## src/rtl/par_dot_engine.sv

```systemverilog
// Sequential-address dot-product engine fed by a pair of synchronous-read operand RAMs.
// Optional macro SAT_EN: saturating accumulator plus sticky `sat` output.
module par_dot_engine #(
  parameter int unsigned DATA_W = 8,
  parameter int unsigned DEPTH  = 16,
  parameter int unsigned ADDR_W = 4,
  parameter int unsigned ACC_W  = 2 * DATA_W + ADDR_W
) (
  input  logic              clk,
  input  logic              reset,
  input  logic              clr,
  input  logic              rd,
  input  logic              act,
  output logic [ADDR_W-1:0] addr,
  output logic              ram_re,
  input  logic [DATA_W-1:0] a_data,
  input  logic [DATA_W-1:0] b_data,
  output logic [ACC_W-1:0]  result,
  output logic              done,
  output logic              overrun
`ifdef SAT_EN
  ,
  output logic              sat
`endif
);

  localparam logic [ADDR_W:0]   DepthCnt = (ADDR_W + 1)'(DEPTH);
  localparam logic [ADDR_W:0]   CntOne   = (ADDR_W + 1)'(1);
  localparam logic [ADDR_W-1:0] AddrOne  = ADDR_W'(1);

  typedef enum logic [1:0] {StIdle, StRun, StDrain, StDone} state_e;

  state_e                state_q;
  logic [ADDR_W:0]       issue_cnt_q;
  logic [ADDR_W:0]       acc_cnt_q;
  logic [ADDR_W-1:0]     addr_q;
  logic                  v1_q;
  logic                  v2_q;
  logic [DATA_W-1:0]     a_q;
  logic [DATA_W-1:0]     b_q;
  logic [ACC_W-1:0]      result_q;
  logic                  done_q;
  logic                  overrun_q;

  logic                  issue;
  logic                  acc_en;
  logic                  drop;
  logic [2*DATA_W-1:0]   prod;
  logic [ACC_W-1:0]      prod_ext;
  logic [ACC_W-1:0]      acc_next;

  // clr gates the strobe so a clear cycle never launches a RAM read.
  assign issue    = rd && !clr && !done_q && (issue_cnt_q < DepthCnt);
  assign acc_en   = v2_q && act && !done_q && (acc_cnt_q < DepthCnt);
  assign drop     = v2_q && !act && !done_q;
  assign prod     = {{DATA_W{1'b0}}, a_q} * {{DATA_W{1'b0}}, b_q};
  assign prod_ext = ACC_W'(prod);

`ifdef SAT_EN
  logic [ACC_W:0] acc_sum;
  logic           sat_q;
  assign acc_sum  = {1'b0, result_q} + {1'b0, prod_ext};
  assign acc_next = acc_sum[ACC_W] ? {ACC_W{1'b1}} : acc_sum[ACC_W-1:0];
  assign sat      = sat_q;
`else
  assign acc_next = result_q + prod_ext;
`endif

  assign addr    = addr_q;
  assign ram_re  = issue;
  assign result  = result_q;
  assign done    = done_q;
  assign overrun = overrun_q;

  always_ff @(posedge clk or negedge reset) begin
    if (!reset) begin
      state_q     <= StIdle;
      issue_cnt_q <= '0;
      acc_cnt_q   <= '0;
      addr_q      <= '0;
      v1_q        <= 1'b0;
      v2_q        <= 1'b0;
      a_q         <= '0;
      b_q         <= '0;
      result_q    <= '0;
      done_q      <= 1'b0;
      overrun_q   <= 1'b0;
`ifdef SAT_EN
      sat_q       <= 1'b0;
`endif
    end else if (clr) begin
      state_q     <= StIdle;
      issue_cnt_q <= '0;
      acc_cnt_q   <= '0;
      addr_q      <= '0;
      v1_q        <= 1'b0;
      v2_q        <= 1'b0;
      a_q         <= '0;
      b_q         <= '0;
      result_q    <= '0;
      done_q      <= 1'b0;
      overrun_q   <= 1'b0;
`ifdef SAT_EN
      sat_q       <= 1'b0;
`endif
    end else begin
      v1_q <= issue;
      v2_q <= v1_q;
      if (v1_q) begin
        a_q <= a_data;
        b_q <= b_data;
      end
      if (issue) begin
        addr_q      <= addr_q + AddrOne;
        issue_cnt_q <= issue_cnt_q + CntOne;
      end
      if (acc_en) begin
        result_q  <= acc_next;
        acc_cnt_q <= acc_cnt_q + CntOne;
`ifdef SAT_EN
        if (acc_sum[ACC_W]) sat_q <= 1'b1;
`endif
      end
      if (drop) overrun_q <= 1'b1;

      case (state_q)
        StIdle:  if (rd) state_q <= StRun;
        StRun:   if (issue_cnt_q == DepthCnt) state_q <= StDrain;
        StDrain: begin
          if (acc_cnt_q == DepthCnt) begin
            state_q <= StDone;
            done_q  <= 1'b1;
          end else if (!v1_q && !v2_q) begin
            // Pipeline empty but pairs missing: finish as a short run.
            state_q   <= StDone;
            done_q    <= 1'b1;
            overrun_q <= 1'b1;
          end
        end
        StDone:  state_q <= StDone;
        default: state_q <= StIdle;
      endcase
    end
  end

endmodule

```

## config.mk

```make
export PLATFORM = sky130hd
export DESIGN_NAME = par_dot_engine
export DESIGN_NICKNAME = d
export VERILOG_FILES = /design/src/rtl/par_dot_engine.sv
export SDC_FILE = /design/constraint.sdc
export NUM_CORES = 1
export LEC_CHECK = 0
export BUFFER_PORTS_ARGS = -buffer_cell sky130_fd_sc_hd__buf_4
export CORE_ASPECT_RATIO = 1.75
export CORE_MARGIN = 2
export CORE_UTILIZATION = 49
export CTS_CLUSTER_SIZE = 12
export DETAILED_ROUTE_END_ITERATION = 7
export PLACE_DENSITY = 0.74
export SKIP_LAST_GASP = 1
export SYNTH_ARGS = -nofsm -noshare
export SYNTH_HDL_FRONTEND = slang
export SYNTH_SLANG_ARGS = --single-unit
```

## constraint.sdc

```tcl
create_clock -name clk -period 11.1 [get_ports clk]
set_input_delay 3.33 -clock clk [delete_from_list [all_inputs] [get_ports clk]]
set_output_delay 3.33 -clock clk [all_outputs]
set_load 0.02 [all_outputs]
```

* Word-level counts from Yosys, hierarchy flattened *
Index checks and enable logic that the tools add are counted.

cells by class
  add/subtract/negate cells = 4
  multipliers = 1
  $lt $le $gt $ge = 2
  equal/unequal tests = 8
  mux-type cells = 29
  reductions and logical operators = 22

operator list
  cell                                                  count
  2-to-1 mux 20 bit                                     2
  2-to-1 mux 8 bit                                      4
  adder 20 x 16 -> 20 bit                               1
  2-to-1 mux 5 bit                                      4
  multiplier 8 x 8 -> 16 bit                            1
  2-to-1 mux 1 bit                                      11
  adder 5 x 1 -> 5 bit (second input constant)          2
  equality test 5 bit (second input constant)           2
  < comparator 5 bit (second input constant)            2
  2-to-1 mux 2 bit                                      5
  logical AND 1 bit                                     9
  2-to-1 mux 4 bit                                      2
  one-hot mux 2 bit (4 select lines)                    1
  nonzero test 2 bit                                    4
  != test 3 bit (second input constant)                 2
  zero test 1 bit                                       5
  adder 4 x 1 -> 4 bit (second input constant)          1
  equality test 2 bit (second input constant)           2
  != test 4 bit (second input constant)                 1
  AND reduction 3 bit                                   1
  nonzero test 3 bit                                    1
  equality test 2 x 1 -> 1 bit (second input constant)  1
  zero test 2 bit                                       1
  AND reduction 2 bit                                   1

word-level totals
  register bits = 56
  logic and storage cells = 77

* Depth between registers and ports, before layout *
  depth in word-level cells = 8
  gate-level depth with buffers = 18

* Least setup slack after synthesis *
No wires, ideal clock.

  path type = in2out
  start = in rd
  end = out ram_re
  data arrival time = 4247 ps
  required time = 7770 ps
  setup slack = 3523 ps
  stages = 3
  path buffers = 1
  cell sequence = nor3b_1 > clkbuf_1 > nor2b_1

between the ends
  cells in the longest elaborated chain, start to end = 3

RTL lines
  what                            line  RTL
  from (decl)                     12    input logic rd,
  logical AND 1 bit (3 in a row)  53    assign issue = rd && !clr && !done_q && (issue_cnt_q < DepthCnt);
  to (decl)                       15    output logic ram_re,

Every way passes these cells.

* Final worst setup path *
  start = in clr
  end = out ram_re

between the ends
  cells in the longest elaborated chain, start to end = 4

RTL lines
  what                            line  RTL
  from (decl)                     11    input logic clr,
  zero test 1 bit                 53
  logical AND 1 bit (3 in a row)  53

Every way passes these cells.

==> results_dict.tcl <==
set metrics [dict create \
    cts_hold_buf 0 \
    placeableCoreArea_sq_um 10600 \
    htreeDepth 2 \
    synth-edff-count 0 \
    initial_core_util 0.496 \
    hold_slack_ns 0.525 \
    syn_to_final_growth_pct 11.1 \
    synth_seq_area_share 0.267 \
    start_kind "primary input" \
    route.met3.wl_microns 233 \
    finalNonFillerCells 750 \
    synth_area_per_cell_sq_um 9.01 \
    ys_ff_latch 56 \
    vias 4033 \
    place_area_sq_um 5680 \
    report.final.slew_viol_count 0 \
    clk_pin_slew_worst_paths_ns 0.07 \
    worstMarginPinSlew_ns 0.881 \
    first_pass_iters 4 \
    antenna_found_initial 0 \
    maxCapViolCount 0 \
    cts-resized-gates 0 \
    synth_top_area_cell "dfrtp_1" \
    dr_wl_met2_mm 6.67 \
    clock_latency_ns 0.30 \
    rsz0062_at_grt "false" \
    regToRegStartpoint "a_q[5]" \
    grt_max_degree 67 \
    grt_use_total 0.221 \
    grt_pass1_vias 4367 \
    fp.dieH_microns 141 \
    setup_viol 0 \
    period_share 0.673 \
    num-fill-cells 975 \
    critPathKind "in2out" \
    p_total_uw 437 \
    cts_setup_buffers 0 \
    layout.nets 736 \
    drive_gt1_frac 0.113 \
    max_freq_ghz 0.134 \
    hold_class "reg2reg" \
    avgViaCountPerCell 5.38 \
    cts-root-buf "clkbuf_16" \
    dieArea_sq_um 11600 \
    synth_top_area_share 0.267 \
    drtIter0Drc 166 \
    critPathMaxFanout 66 \
    cp-end-kind "output port" \
    synth.area.top_cells "dfrtp_1 (27%), fa_1 (19%), ha_1 (11%)" \
    p_per_area_nw_per_um2 75.0 \
    cts-buffers-inserted 5 \
    synth_flop_cell "dfrtp_1" \
    synth-async-reset-ratio 1.00 \
    clkSinkCount 56 \
    r2r_slack_ns 6.37 \
    hold_start "overrun" \
    ctsLongestPathBuffers 2 \
    worstPathArrival_ns 4.15 \
    synth_cell_types 55 \
    gp_congestion 0.899 \
    ios 48 \
    n_antenna_cell 0 \
    layout_common_cells "inv_1 (106), nand2_1 (62), nor2_1 (61)" \
    whs_endpoint "overrun" \
    antenna_left 0 \
    final.setup.tns_ns 0 \
    fin_area_sq_um 5830 \
    wirelength_mm 11.5 \
    grt_pass1_wl_mm 20.0 \
    drc 0 \
    holdPathStages 2 \
    netlist_instances 582 \
    top_layer "met4" \
    required_ns 7.77 \
    slew_headroom 0.412 \
    numPortBuffers 47 \
    layout_commonest_cell "inv_1" \
    drt-met1-wl_mm 4.23 \
    wire_per_inst_microns 15.4 \
    peakVddDrop_mv 0.0918 \
    syn-cell-area_sq_um 5240 \
    syn_nets 699 \
    finClkSkew_ns 0.00689 \
    power_leakage_uw 0.00302 \
    tritoncts "yes" \
    dpl.hpwl_mm 9.03 \
    period_needed_ns 7.48 \
    rows 50 \
    r2r_cells 15 \
    yosysWarnings 0 \
    status "complete, no violations" \
    die_x_microns 82.2 \
    numPlacedInstances 742 \
    overflow 0 \
    reg2reg_to "result[15]" \
    hold_viol 0 \
]
## state kept, by name (all words and copies together), names as in the netlist
register / flops
v2_q: 1
state_q: 2
a_q: 8
overrun: 1
b_q: 8
done: 1
result: 20
acc_cnt_q: 5
addr: 4
v1_q: 1
issue_cnt_q: 5
## cell usage after synthesis, types with 5 or more instances
master,instances
inv_1,106
nand2_1,62
nor2_1,61
dfrtp_1,56
fa_1,50
ha_1,46
and2_1,34
a21oi_1,25
mux2i_1,18
clkbuf_1,11
nor3_1,11
xor2_1,9
nor2b_1,8
nand4_1,6
o21ai_0,6
nand3_1,5
## layer usage
layer	vias up	GRT usage
met3	25	0.0198
li1	1919	-
met5	-	0
met4	0	0.0912
met2	67	0.414
met1	2022	0.244
## worst max-delay path, stage by stage
cell and delay, ns:
buf_4 0.53, nor2b_1 0.10, buf_4 0.18
## metrics by stage
stage,utilization,setup slack [ns]
2_1_floorplan,-,3.52
3_3_place_gp,0.537,3.63
3_5_place_dp,0.537,3.62
4_1_cts,0.551,3.61
5_1_grt,0.551,3.54
6_report,0.551,3.62
## worst max path at each step
stage	from	end	depth (start not counted)
6_report	clr	ram_re	3
5_1_grt	clr	ram_re	3
4_1_cts	rd	ram_re	5
3_5_place_dp	clr	ram_re	3
3_3_place_gp	clr	ram_re	3
2_1_floorplan	rd	ram_re	3
## kinds of logic after synthesis
group                      synth area share
adders and majority gates             0.301
DFF                                   0.267
buffers and inverters                0.0950
and+or+nand+nor                       0.196
muxes                                0.0365
AOI/OAI and AO/OA                    0.0831
xor gates and xnor gates             0.0217
## area by class of cell
type	instances	area, sq um	area share
clock buffer	5	125	0.0215
clock inverter	3	21.3	0.00365
inverter	106	398	0.0683
multi-input combinational	400	3340	0.574
sequential	56	1400	0.240
tap	130	163	0.0279
timing repair buffer	50	375	0.0644
## power breakdown
group	internal (uW)	total (uW)	switching, uW
sequential	209	223	13.3
combinational	22.7	53.0	30.4
clock	84.3	161	77.0
total	316	437	121
Power figures use the tool's default switching activity.
